### src/rtl/ball_paddle_physics.sv
// Purpose: per-frame breakout game state (paddle, ball, lives, serve/over) for the renderer.
// Latency: registered outputs update on the clock edge that detects the FRAME_DONE rising edge.
// Backpressure: none; one update per FRAME_DONE rising edge, inputs sampled only at that strobe.
module ball_paddle_physics #(
    parameter int CEILING_Y_TILE      = 2,
    parameter int LEFT_WALL_X_TILE    = 2,
    parameter int RIGHT_WALL_X_TILE   = 97,
    parameter int PADDLE_Y_TILE       = 70,
    parameter int PADDLE_LENGTH_PIXEL = 64,
    parameter int BALL_SIZE_PIXEL     = 8,
    parameter int PADDLE_SPEED        = 4,
    parameter int BALL_SPEED          = 2
) (
    input  logic       CLK,
    input  logic       RESET_N,
    input  logic       FRAME_DONE,
    input  logic       BTN_LEFT,
    input  logic       BTN_RIGHT,
    input  logic       BTN_SERVE,
    output logic [9:0] PADDLE_X_PIXEL,
    output logic [9:0] BALL_X_PIXEL,
    output logic [9:0] BALL_Y_PIXEL,
    output logic [1:0] LIVES,
    output logic       BALL_LOST,
    output logic       GAME_OVER
);

    // Playfield edges in pixels
    localparam logic [9:0] L_X        = 10'((LEFT_WALL_X_TILE + 1) * 8);
    localparam logic [9:0] R_X        = 10'(RIGHT_WALL_X_TILE * 8);
    localparam logic [9:0] CEIL_Y     = 10'((CEILING_Y_TILE + 1) * 8);
    localparam logic [9:0] PAD_Y      = 10'(PADDLE_Y_TILE * 8);
    localparam logic [9:0] PAD_LEN    = 10'(PADDLE_LENGTH_PIXEL);
    localparam logic [9:0] BALL_SZ    = 10'(BALL_SIZE_PIXEL);
    localparam logic [9:0] PAD_SPD    = 10'(PADDLE_SPEED);
    localparam logic [9:0] BALL_SPD   = 10'(BALL_SPEED);
    localparam logic [9:0] PAD_MAX    = R_X - PAD_LEN;
    localparam logic [9:0] BALL_MAX_X = R_X - BALL_SZ;
    localparam logic [9:0] SERVE_OFS  = 10'((PADDLE_LENGTH_PIXEL - BALL_SIZE_PIXEL) / 2);
    localparam logic [9:0] SERVE_Y    = PAD_Y - BALL_SZ;
    localparam logic [9:0] LOSS_Y     = 10'd600;
    // Paddle starts centred between the walls, ball centred on it
    localparam logic [9:0] PAD_RST    = 10'((((LEFT_WALL_X_TILE + 1) * 8) + RIGHT_WALL_X_TILE * 8
                                             - PADDLE_LENGTH_PIXEL) / 2);
    localparam logic [9:0] BALL_X_RST = PAD_RST + SERVE_OFS;

    typedef enum logic [1:0] {
        S_SERVE = 2'd0,
        S_PLAY  = 2'd1,
        S_OVER  = 2'd2
    } state_t;

    state_t     state, state_nxt;
    logic [1:0] left_sync, right_sync, serve_sync;
    logic       frame_prev;
    logic       strobe;
    logic       btn_l, btn_r, btn_s;

    logic [9:0] paddle_x, paddle_nxt;
    logic [9:0] ball_x, ball_x_nxt;
    logic [9:0] ball_y, ball_y_nxt;
    logic [1:0] lives, lives_nxt;
    logic       dx_pos, dx_nxt;     // 1: moving right
    logic       dy_down, dy_nxt;    // 1: moving down (towards the paddle)
    logic       lost, lost_nxt;
    logic [9:0] nx, ny;
    logic       hit;

    assign btn_l  = left_sync[1];
    assign btn_r  = right_sync[1];
    assign btn_s  = serve_sync[1];
    assign strobe = FRAME_DONE & ~frame_prev;

    // Two-flop synchronizers for the raw buttons and the frame edge detector history
    always_ff @(posedge CLK or negedge RESET_N) begin
        if (!RESET_N) begin
            left_sync  <= 2'b00;
            right_sync <= 2'b00;
            serve_sync <= 2'b00;
            frame_prev <= 1'b0;
        end else begin
            left_sync  <= {left_sync[0], BTN_LEFT};
            right_sync <= {right_sync[0], BTN_RIGHT};
            serve_sync <= {serve_sync[0], BTN_SERVE};
            frame_prev <= FRAME_DONE;
        end
    end

    // Next-state physics; everything holds unless the frame strobe fires
    always_comb begin
        state_nxt  = state;
        paddle_nxt = paddle_x;
        ball_x_nxt = ball_x;
        ball_y_nxt = ball_y;
        lives_nxt  = lives;
        dx_nxt     = dx_pos;
        dy_nxt     = dy_down;
        lost_nxt   = 1'b0;
        nx         = dx_pos  ? ball_x + BALL_SPD : ball_x - BALL_SPD;
        ny         = dy_down ? ball_y + BALL_SPD : ball_y - BALL_SPD;
        hit        = 1'b0;

        if (strobe) begin
            if (btn_l && !btn_r) begin
                paddle_nxt = (paddle_x < L_X + PAD_SPD) ? L_X : paddle_x - PAD_SPD;
            end else if (btn_r && !btn_l) begin
                paddle_nxt = (({1'b0, paddle_x} + {1'b0, PAD_SPD}) > {1'b0, PAD_MAX})
                             ? PAD_MAX : paddle_x + PAD_SPD;
            end

            case (state)
                S_SERVE: begin
                    ball_x_nxt = paddle_nxt + SERVE_OFS;
                    ball_y_nxt = SERVE_Y;
                    if (btn_s) begin
                        state_nxt = S_PLAY;
                        dx_nxt    = 1'b1;
                        dy_nxt    = 1'b0;
                    end
                end
                S_PLAY: begin
                    if (nx < L_X) begin
                        nx     = L_X;
                        dx_nxt = 1'b1;
                    end else if (({1'b0, nx} + {1'b0, BALL_SZ}) > {1'b0, R_X}) begin
                        nx     = BALL_MAX_X;
                        dx_nxt = 1'b0;
                    end
                    if (ny < CEIL_Y) begin
                        ny     = CEIL_Y;
                        dy_nxt = 1'b1;
                    end
                    // Paddle test uses the paddle position from before this frame's move
                    hit = dy_down
                        && (({1'b0, ball_y} + {1'b0, BALL_SZ}) <= {1'b0, PAD_Y})
                        && (({1'b0, ny} + {1'b0, BALL_SZ}) > {1'b0, PAD_Y})
                        && (({1'b0, nx} + {1'b0, BALL_SZ}) > {1'b0, paddle_x})
                        && ({1'b0, nx} < ({1'b0, paddle_x} + {1'b0, PAD_LEN}));
                    if (hit) begin
                        ny     = SERVE_Y;
                        dy_nxt = 1'b0;
                    end
                    ball_x_nxt = nx;
                    ball_y_nxt = ny;
                    if (!hit && (ny >= LOSS_Y)) begin
                        lost_nxt  = 1'b1;
                        lives_nxt = lives - 2'd1;
                        dx_nxt    = 1'b1;
                        dy_nxt    = 1'b0;
                        state_nxt = (lives == 2'd1) ? S_OVER : S_SERVE;
                    end
                end
                S_OVER: begin
                    if (btn_s) begin
                        lives_nxt = 2'd3;
                        state_nxt = S_SERVE;
                    end
                end
                default: state_nxt = S_SERVE;
            endcase
        end
    end

    // Game state registers
    always_ff @(posedge CLK or negedge RESET_N) begin
        if (!RESET_N) begin
            state    <= S_SERVE;
            paddle_x <= PAD_RST;
            ball_x   <= BALL_X_RST;
            ball_y   <= SERVE_Y;
            lives    <= 2'd3;
            dx_pos   <= 1'b1;
            dy_down  <= 1'b0;
            lost     <= 1'b0;
        end else begin
            state    <= state_nxt;
            paddle_x <= paddle_nxt;
            ball_x   <= ball_x_nxt;
            ball_y   <= ball_y_nxt;
            lives    <= lives_nxt;
            dx_pos   <= dx_nxt;
            dy_down  <= dy_nxt;
            lost     <= lost_nxt;
        end
    end

    assign PADDLE_X_PIXEL = paddle_x;
    assign BALL_X_PIXEL   = ball_x;
    assign BALL_Y_PIXEL   = ball_y;
    assign LIVES          = lives;
    assign BALL_LOST      = lost;
    assign GAME_OVER      = (state == S_OVER);

endmodule
### config.mk
export PLATFORM = sky130hd
export DESIGN_NAME = ball_paddle_physics
export DESIGN_NICKNAME = d
export VERILOG_FILES = /design/src/rtl/ball_paddle_physics.sv
export SDC_FILE = /design/constraint.sdc
export NUM_CORES = 1
export LEC_CHECK = 0
export ABC_AREA = 1
export BUFFER_PORTS_ARGS = -buffer_cell sky130_fd_sc_hd__buf_2
export CAP_MARGIN = 10
export CORE_ASPECT_RATIO = 0.5
export CORE_MARGIN = 3
export CORE_UTILIZATION = 23
export CTS_CLUSTER_DIAMETER = 60
export DETAILED_ROUTE_END_ITERATION = 12
export GPL_TIMING_DRIVEN = 0
export PLACE_DENSITY = 0.43
export SYNTH_ARGS = -nofsm -noshare
export SYNTH_HDL_FRONTEND = slang
export SYNTH_SLANG_ARGS = --single-unit
### constraint.sdc
create_clock -name CLK -period 4.6 [get_ports CLK]
set_input_delay 0.23 -clock CLK [delete_from_list [all_inputs] [get_ports CLK]]
set_output_delay 0.23 -clock CLK [all_outputs]
set_load 0.02 [all_outputs]
=== After elaboration in Yosys (flattened, before gate mapping) ===
Index checks and enable logic that the tools add are counted.

* Register bits: 44
* Bits of input ports: 6
* Output and inout bits: 34
* Word-level logic and storage cells: 104

* $add $sub $neg: 14
* Order comparisons: 10
* Equality and inequality tests: 8
* Mux-type cells: 40
* Bitwise gates (word level): 2
* Reduce and logical (&&, ||, !) cells: 18

{| class="wikitable"
|+ Operators by type and width
! operator !! count
|-
| $mux 10 || 17
|-
| $add 10x4->11 const B || 4
|-
| $pmux 10 s2 || 2
|-
| $gt 11x10->1 const B || 3
|-
| $lt 10x5->1 const B || 3
|-
| $add 10x2->10 const B || 2
|-
| $sub 10x2->10 const B || 2
|-
| $reduce_and 4->1 || 4
|-
| $mux 2 || 6
|-
| $add 10x3->11 const B || 1
|-
| $add 10x7->11 const B || 1
|-
| $gt 11x10->1 || 1
|-
| $le 11x10->1 const B || 1
|-
| $lt 10x11->1 || 1
|-
| $mux 1 || 11
|-
| $add 10x3->10 const B || 1
|-
| $add 10x5->10 const B || 1
|-
| $ge 10x10->1 const B || 1
|-
| $sub 10x3->10 const B || 1
|-
| $ne 4x4->1 const B || 2
|-
| $logic_and 1x1->1 || 7
|-
| $pmux 2 s3 || 1
|-
| $eq 2x1->1 const B || 2
|-
| $ne 2x2->1 const B || 2
|-
| other kinds (11) || 15
|}

=== Longest topological paths before layout ===
Gate-level depths: netlist of run 1.

* Depth in word-level cells: 20
* Mapped depth: 39
* Gate-level depth less buffers: 39

=== Worst setup path before layout of run 1 ===
OpenSTA, ideal clock, no wires.

* Kind: register to register
* Start point: reg ball_x[2] (netlist: BALL_X_PIXEL[2])
* End point: reg state[1]
* Library setup time: 0.126 ns
* Data arrival time: 3.964 ns
* Data required time: 4.474 ns
* Setup slack: 0.510 ns
* Stages on the path, launching flop included: 31
* Path buffers: 0
* Period minus slack after synthesis: 4.090 ns
* Path through: dfstp_2 > inv_1 > fa_1 > inv_1 > nand3_1 > nand2_1 > nand2_1 > nand2_1 > nand2_1 > nor2_1 > nand3_1 > nand2_2 > inv_1 > o21ai_0 > nand3_1 > o41ai_1 > inv_1 > ha_1 > nand3_1 > nor3_1 > nand2_1 > o211ai_1 > nand2_1 > nor2_1 > nand2_2 > nand3_1 > nand2_1 > nand2_2 > nand2_1 > nand2_1 > o21ai_0

* Longest elaborated chain between the ends: 19
* Elaborated cells on any way between the ends: 23
* Those cells by class: add/sub: 4; order compare: 5; eq/ne: 1; mux: 8; reduce/logical: 5

{| class="wikitable"
|+ Ends and longest elaborated chain
! element !! RTL line !! RTL
|-
| from (decl) || 60 || <nowiki>logic [9:0] ball_x, ball_x_nxt;</nowiki>
|-
| from (signal assigned) || 178 || <nowiki>ball_x <= ball_x_nxt;</nowiki>
|-
| $sub 10x2->10 / $add 10x2->10 (equally long branches) || 99 || <nowiki>nx = dx_pos ? ball_x + BALL_SPD : ball_x - BALL_SPD;</nowiki>
|-
| $mux 10 (*) || 99 ||
|-
| $add 10x4->11 || 125 || <nowiki>end else if (({1'b0, nx} + {1'b0, BALL_SZ}) > {1'b0, R_X}) begin</nowiki>
|-
| $gt 11x10->1 || 125 ||
|-
| $mux 10 || 125 ||
|-
| $mux 10 (*) || 122 || <nowiki>if (nx < L_X) begin</nowiki>
|-
| $mux 10 (*) || 111 || <nowiki>case (state)</nowiki>
|-
| $mux 10 (*) || 103 || <nowiki>if (strobe) begin</nowiki>
|-
| (+3 left out) || -- ||
|-
| $logic_and 1x1->1 (*) || 138 || <nowiki>&& ({1'b0, nx} < ({1'b0, paddle_x} + {1'b0, PAD_LEN}));</nowiki>
|-
| $mux 10 || 139 || <nowiki>if (hit) begin</nowiki>
|-
| $mux 10 || 111 ||
|-
| $mux 10 || 103 ||
|-
| $ge 10x10->1 || 145 || <nowiki>if (!hit && (ny >= LOSS_Y)) begin</nowiki>
|-
| $logic_and 1x1->1 (*) || 145 ||
|-
| $ne 2x2->1 (no line) (*) || -- ||
|-
| $reduce_and 4->1 (no line) (*) || -- ||
|-
| to (signal assigned) || 176 || <nowiki>state <= state_nxt;</nowiki>
|-
| to (decl) || 53 || <nowiki>state_t state, state_nxt;</nowiki>
|}

Mark *: on every way between the ends. The rest lies on a longest branch, timed or not. The select of a mux whose other input is x is not followed.
A chain may end at the register's enable or synchronous reset.

=== Worst setup path after layout of run 1 ===
* Start point: reg dx_pos
* End point: reg dy_down

* Longest elaborated chain between the ends: 18
* Elaborated cells on any way between the ends: 24
* Those cells by class: add/sub: 2; order compare: 5; eq/ne: 1; mux: 11; reduce/logical: 5

{| class="wikitable"
|+ Ends and longest elaborated chain
! element !! RTL line !! RTL
|-
| from (decl) || 63 || <nowiki>logic dx_pos, dx_nxt;</nowiki>
|-
| from (signal assigned) || 181 || <nowiki>dx_pos <= dx_nxt;</nowiki>
|-
| $mux 10 (*) || 99 ||
|-
| $add 10x4->11 || 125 ||
|-
| $gt 11x10->1 || 125 ||
|-
| $mux 10 || 125 ||
|-
| $mux 10 (*) || 122 ||
|-
| $mux 10 (*) || 111 ||
|-
| $mux 10 (*) || 103 ||
|-
| $add 10x4->11 || 137 || <nowiki>&& (({1'b0, nx} + {1'b0, BALL_SZ}) > {1'b0, paddle_x})</nowiki>
|-
| (+2 left out) || -- ||
|-
| $logic_and 1x1->1 (*) || 138 ||
|-
| $mux 10 || 139 ||
|-
| $mux 10 || 111 ||
|-
| $mux 10 || 103 ||
|-
| $ge 10x10->1 || 145 ||
|-
| $logic_and 1x1->1 || 145 ||
|-
| $ne 4x4->1 (no line) / $mux 1 (equally long branches) || -- ||
|-
| $reduce_and 4->1 (no line) / $pmux 1 s2 (equally long branches) || -- ||
|-
| to (signal assigned) || 182 || <nowiki>dy_down <= dy_nxt;</nowiki>
|-
| to (decl) || 64 || <nowiki>logic dy_down, dy_nxt;</nowiki>
|}

Marks and branches as above.

==> results of run 1 <==
[per-stage QoR]
step	TNS, ns	hold slack, ns	setup slack [ns]	instances	utilization, %
CTS	0	0.02841	0.01220	1002	28.76
floorplan	0	-0.06559	0.5100	684	-
detailed placement	-6.705	0.3355	-0.5324	982	26.59
global placement	-5.893	0.3325	-0.4787	982	26.59
global route	-1.991	0.02562	-0.2444	1023	31.37
finish	0	0.03488	0.03260	1023	31.37
[flip-flops by register name, indices dropped and copies added (netlist names)]
signal	count
right_sync	2
dy_down	1
dx_pos	1
BALL_Y_PIXEL	10
BALL_X_PIXEL	10
state	2
LIVES	2
serve_sync	2
BALL_LOST	1
left_sync	2
frame_prev	1
PADDLE_X_PIXEL	10
[final timing paths]
path	startpoint	to	slack [ns]	cells past startpoint
worst max-delay path	dx_pos	dy_down	0.03	32
worst min-delay path	BTN_LEFT	left_sync[0]	0.03	1
worst max register to register	dx_pos	dy_down	0.03	32
worst min register to register	right_sync[0]	right_sync[1]	0.35	0
max in group asynchronous	RESET_N	BALL_X_PIXEL[7]	3.65	3
min in group asynchronous	RESET_N	BALL_Y_PIXEL[0]	0.38	2
[per-layer routing]
layer  vias to the layer above  track usage [%]  part of all wire (%)
met5                         -                0                     0
met4                         0            1.778                  0.78
li1                       2354                -                     -
met1                      2151            20.00                    52
met2                        56            20.80                    44
met3                        11            2.032                   2.6
[placed cells by master (no fill, tap or decap), types with 3 or more instances in the layout]
| cell type | n |
|---|---|
| a21oi_1 | 16 |
| a21oi_2 | 8 |
| buf_2 | 43 |
| buf_4 | 27 |
| buf_6 | 4 |
| clkbuf_1 | 4 |
| clkbuf_16 | 5 |
| dfrtp_1 | 29 |
| dfstp_2 | 14 |
| ha_1 | 30 |
| ha_4 | 10 |
| inv_1 | 113 |
| inv_2 | 15 |
| nand2_1 | 158 |
| nand2_2 | 31 |
| nand2_4 | 8 |
| nand3_1 | 44 |
| nand3_2 | 10 |
| nand3b_1 | 4 |
| nand4_1 | 17 |
| nor2_1 | 49 |
| nor2_2 | 10 |
| nor2_4 | 5 |
| nor3_1 | 4 |
| o21ai_0 | 28 |
| o21ai_1 | 7 |
| o22ai_1 | 6 |
| or2_2 | 4 |
| xnor2_1 | 3 |
| xor2_1 | 13 |
[timing repair]
item                                    in CTS  in global routing
gates resized for setup                     30                 85
pin swaps                                    7                 41
hold buffers                                 0                  1
gates cloned                                 0                  0
endpoints found under the setup margin      17                 17
endpoints found under the hold margin        0                 10
buffers inserted                            12                 19
[layout make-up]
cell class / instances / area [um^2]
fillers: 2065 / 12800
multi-input cells: 498 / 3199
flip-flops and latches: 44 / 1120
inverters: 134 / 523.0
repair buffers: 72 / 473.0
well taps: 259 / 324.1
clock buffers: 6 / 138.9
clock inverters: 2 / 38.79
plain buffers: 8 / 35.03
[kinds of logic after synthesis]
group	Yosys count	synth area share, %
and+or+nand+nor	349	34.94
adders and majority gates	42	12.17
buffers and inverters	142	12.12
DFF	44	25.19
xor gates and xnor gates	18	3.550
AOI/OAI and AO/OA	89	12.03
==> summary.md, run 1 <==
| Metric | Value |
|---|---|
| RSZ-0062 raised after global routing | true |
| Synthesized instance count | 684 |
| Clock sink total | 44 |
| Tmin final | 4.567 ns |
| H-Tree Depth | 2 |
| Yosys top cell by area | dfrtp_1 |
| Achievable Freq | 218.9 MHz |
| Clock Pin Slew Worst Setup and Hold Paths | 0.07 ns |
| Setup CP Type | flop to flop |
| Clk buf depth | 2 |
| Tcrit/Tclk final | 99.29% |
| Vias in the first global route | 4226 |
| Die Y | 104.3 um |
| Clock Skew | 0.005569 ns |
| Routed Antenna Nets | 0 |
| Worst path top cell family by delay | simple AND/OR/NAND/NOR gates |
| Clk_lat worst skew | 0.30 ns |
| Share of cells above drive strength 1 | 28.40% |
| Via/cell ratio | 4.469 |
| Core box area | 18660 um^2 |
| Crit start category | flop |
| CP Capture Type | flop |
| Most Frequent Cell on Critical Path | nand2_2 |
| Residual DRC | 0 |
| Status | complete, no violations |
| Largest net degree at the start of global routing | 45 |
| PortBufs | 39 |
| GRT overflow | 0 |
| HPWL after DPL | 10920 um |
| FFs w/ async S/R, synth | 100.0% |
| I/O pin total | 40 |
| Wirelength, routed | 14340 um |
| Cts bufs inserted | 5 |
| YS warnings | 0 |
| First-pass GRT wire length | 22820 um |
| Worst EP required | 4.77 ns |
| Critical path's slowest cell | dfstp_2 |
| Fin area | 5852 um^2 |
| Syn_nets | 732 |
| Slew Limit Headroom | 55.67% |
| Root Driver | clkbuf_16 |
| Register area share after synthesis | 25.19% |
| Die area | 21110 um^2 |
| Area after DPL | 4960 um^2 |
| Starting DRT DRC Count | 301 |
| Row cnt | 35 |
| HP Class | primary input to flop |
| Area contributors post-synth | dfrtp_1 (17%), nand2_1 (16%), ha_1 (11%) |
| Routed len/inst | 14.02 um |
| Final hold violation count | 0 |
| Mapped Area | 4441 um^2 |
| Tightest Pin Transition | 0.6626 ns |
| Setup violations, final | 0 |
| Slew Viols, Final | 0 |
| Most common library cells after synthesis | nand2_1 (184), inv_1 (127), nor2_1 (60) |
| Primary flip-flop cell chosen by synthesis mapping | dfrtp_1 |
| Die span in x | 202.5 um |
| Overall Global Routing Usage | 13.38% |
| Area Growth Syn to Fin | 31.78% |
| Cell variety after synth | 44 |
| Vias | 4572 |
| Synth Register Bits | 44 |
| Post-synth EDFFs | 0 |
| Arr. time, crit path | 4.74 ns |
| GP Congestion | 0.8268 |
| CTS tree | done |
| Antenna diode count | 0 |
| Worst Path Max Fanout | 5 |
| Drt first pass iters | 4 |
| Max-Cap Viols | 0 |
| Initial antenna violation count | 0 |
| Biggest cell delay along the critical path | 0.57 ns |
| Total Nets Final | 811 |
| Top cell type's share of synthesized area | 16.91% |
| Avg Inst Size Synth | 6.492 um^2 |
| Top-count cell post-synth | nand2_1 |
| Crit path buf inv count | 8 |
| Starting Density | 23.80% |
Power of run 1 is left out: the tool's default activity adds up to more than one toggle a clock period on the data nets, which glitch-free logic cannot reach.
==> run 2, diff against run 1 <==
--- a/config.mk
+++ b/config.mk
@@ -10,11 +10,11 @@
 export CAP_MARGIN = 10
 export CORE_ASPECT_RATIO = 0.5
 export CORE_MARGIN = 3
-export CORE_UTILIZATION = 23
+export CORE_UTILIZATION = 35
 export CTS_CLUSTER_DIAMETER = 60
 export DETAILED_ROUTE_END_ITERATION = 12
 export GPL_TIMING_DRIVEN = 0
-export PLACE_DENSITY = 0.43
+export PLACE_DENSITY = 0.57
 export SYNTH_ARGS = -nofsm -noshare
 export SYNTH_HDL_FRONTEND = slang
 export SYNTH_SLANG_ARGS = --single-unit
==> run 2 against run 1 <==
Register-to-register slack got worse by 0.03 ns; sequential share of layout area increased by 0.78 points; critical path type unchanged; wire length decreased by 8.5%; worst setup slack got worse by 0.033 ns; critical endpoint is now state[1]; the flow now finishes with violations (negative setup slack); die area decreased by 33%.
==> summary.md, run 2 (synthesized netlist as in run 1, its figures left out) <==
| Metric | Value |
|---|---|
| Fin util | 46.52% (+15 points) |
| Vias in the first global route | 4269 (+1.0%) |
| Critical path's slowest cell | dfstp_2 |
| Die span in x | 165.3 um (-18%) |
| HP Class | primary input to flop |
| I/O pin total | 40 (unchanged) |
| Final hold violation count | 0 (unchanged) |
| Starting DRT DRC Count | 254 (-16%) |
| Slew Viols, Final | 0 (unchanged) |
| Setup CP Type | flop to flop |
| Drt first pass iters | 4 (unchanged) |
| Clock Skew | 0.007728 ns (+0.002158 ns) |
| Core box area | 12090 um^2 (-35%) |
| Row cnt | 28 (-20%) |
| Worst flop-to-flop path endpoint | state[1] |
| Worst Path Max Fanout | 5 (unchanged) |
| CTS tree | done |
| CP Capture Type | flop |
| Crit start category | flop |
| Clock sink total | 44 (unchanged) |
| R2R cell count | 34 (+6.3%) |
| Failing checks | negative setup slack |
| Cts bufs inserted | 5 (unchanged) |
| Cell count after placement | 888 (-9.6%) |
| Routed len/inst | 14.18 um (+1.2%) |
| Root Driver | clkbuf_16 |
| RSZ-0062 raised after global routing | true |
| Antenna diode count | 0 (unchanged) |
| Pre-CTS setup slack | -0.4234 ns (+0.1090 ns) |
| Residual DRC | 0 (unchanged) |
| Arr. time, crit path | 4.78 ns (+0.04 ns) |
| Clock Pin Slew Worst Setup and Hold Paths | 0.07 ns (about the same) |
| Reg2reg start | dx_pos |
| Tightest Pin Transition | 1.032 ns (+0.3690 ns) |
| HPWL after DPL | 9735 um (-11%) |
| Status | complete, but fails checks |
| Via/cell ratio | 4.925 (+10%) |
| Routed Antenna Nets | 0 (unchanged) |
| Top sig layer | met4 |
| Vias | 4556 (-0.35%) |
| Reg2Reg Setup Slack | -0.0003 ns (-0.03 ns) |
| Setup violations, final | 1 (+1) |
| Clk buf depth | 2 (unchanged) |
| Achievable Freq | 217.4 MHz (-0.72%) |
| Share of cells above drive strength 1 | 25.66% (-2.7 points) |
| Max-Cap Viols | 0 (unchanged) |
| Metal2 WL | 5832 um (-8.5%) |
| Area Growth Syn to Fin | 26.63% |
| Largest net degree at the start of global routing | 45 (unchanged) |
| CTS Hold Bufs | 0 (unchanged) |
| Wirelength, routed | 13120 um (-8.5%) |
| HP Start | BTN_RIGHT |
| Tcrit/Tclk final | 100.0% (+0.72 points) |
| Hold Crit Endpoint | right_sync[0] |
| Die area | 14160 um^2 (-33%) |
| Overall Global Routing Usage | 18.65% (+5.3 points) |
| Commonest non-fill, non-tap cell in the layout | nand2_1 |
| Clk_lat worst skew | 0.29 ns (about the same) |
| Starting Density | 36.74% (+13 points) |
| H-Tree Depth | 2 (unchanged) |
| Slew Limit Headroom | 31.23% (-24 points) |
| WL met3 | 628 um (+69%) |
| Most Frequent Cell on Critical Path | nand2_2 |
| Initial antenna violation count | 0 (unchanged) |
| Die Y | 85.65 um (-18%) |
| GP Congestion | 0.8552 (+3.4%) |
| Tmin final | 4.600 ns (+0.03292 ns) |
| Worst path top cell family by delay | simple AND/OR/NAND/NOR gates |
| Finished Layout Cells | 925 (-9.6%) |
| Most frequent cells in the layout | nand2_1 (164), inv_1 (114), nor2_1 (53) |
| GRT overflow | 0 (unchanged) |
| DRT met1 WL | 6500 um (-13%) |
| Worst Hold Depth | 1 (unchanged) |
| Total Nets Final | 807 (-0.49%) |
| Biggest cell delay along the critical path | 0.56 ns (about the same) |
| PortBufs | 39 (unchanged) |
| Post-route setup slack | -0.0003166 ns (-0.03292 ns) |
| Worst EP required | 4.78 ns (about the same) |
| Crit path buf inv count | 8 (unchanged) |
| First-pass GRT wire length | 21090 um (-7.6%) |
| Setup TNS | -0.0003166 ns (-0.0003166 ns) |
[run 2: cell types whose count changed in the layout (fill, tap and decap cells not counted), moves of 4 or more]
cell / delta
nand2_2: -6
a21oi_2: -5
nor2_1: +4
nand2_1: +6
nor2_2: -4
a21oi_1: +4
[run 2: worst max path at each step]
| stage | endpoint | cells past startpoint | from | slack (ns) |
|---|---|---|---|---|
| global placement | state[0] | 31 | dx_pos | -0.39 |
| CTS | state[0] | 35 | dx_pos | 0.003 |
| detailed placement | state[0] | 31 | dx_pos | -0.42 |
| global route | state[0] | 35 | dx_pos | -0.28 |
| floorplan | state[1] | 30 | BALL_X_PIXEL[2] | 0.51 |
| finish | state[1] | 34 | dx_pos | -0.0003 |
[run 2: through the flow]
| step | hold WS [ns] | instance area [um^2] |
|---|---|---|
| after floorplan | -0.06559 | 4441 |
| after global placement | 0.3336 | 4842 |
| after detailed placement | 0.3371 | 4842 |
| after CTS | 0.03419 | 5295 |
| after global routing | 0.03573 | 5623 |
| final | 0.04031 | 5623 |
[run 2: area by class of cell]
class / count / area [um^2]
Inverter: 134 / 511.7
Buffer: 8 / 35.03
Timing Repair Buffer: 68 / 432.9
Fill cell: 1206 / 6464
Tap cell: 165 / 206.4
Multi-Input combinational cell: 498 / 3146
Sequential cell: 44 / 1120
Clock inverter: 3 / 46.29
Clock buffer: 5 / 125.1
[run 2: worst register-to-register path: cells and delay by family (launching register included)]
family	cells	cell delay, ns
XOR/XNOR	1	0.14
AO/OA/AOI/OAI	2	0.12
AND/OR/NAND/NOR	21	2.10
buffers and inverters	8	1.02
flip-flops	1	0.56
adder cells (fa/ha/maj)	2	0.57
[run 2: what timing repair did]
action	in CTS	in global routing
pin swaps	17	34
buffers inserted	14	15
resized for setup	43	46
gates cloned	0	0
setup endpoints to repair	17	17
[run 2: layer usage]
metal | vias up | global-route usage (%)
li1 | 2341 | -
met2 | 87 | 29.89
met1 | 2115 | 26.21
met3 | 13 | 3.666
met4 | 0 | 3.849
met5 | - | 0
Power of run 2 is left out for the same reason.
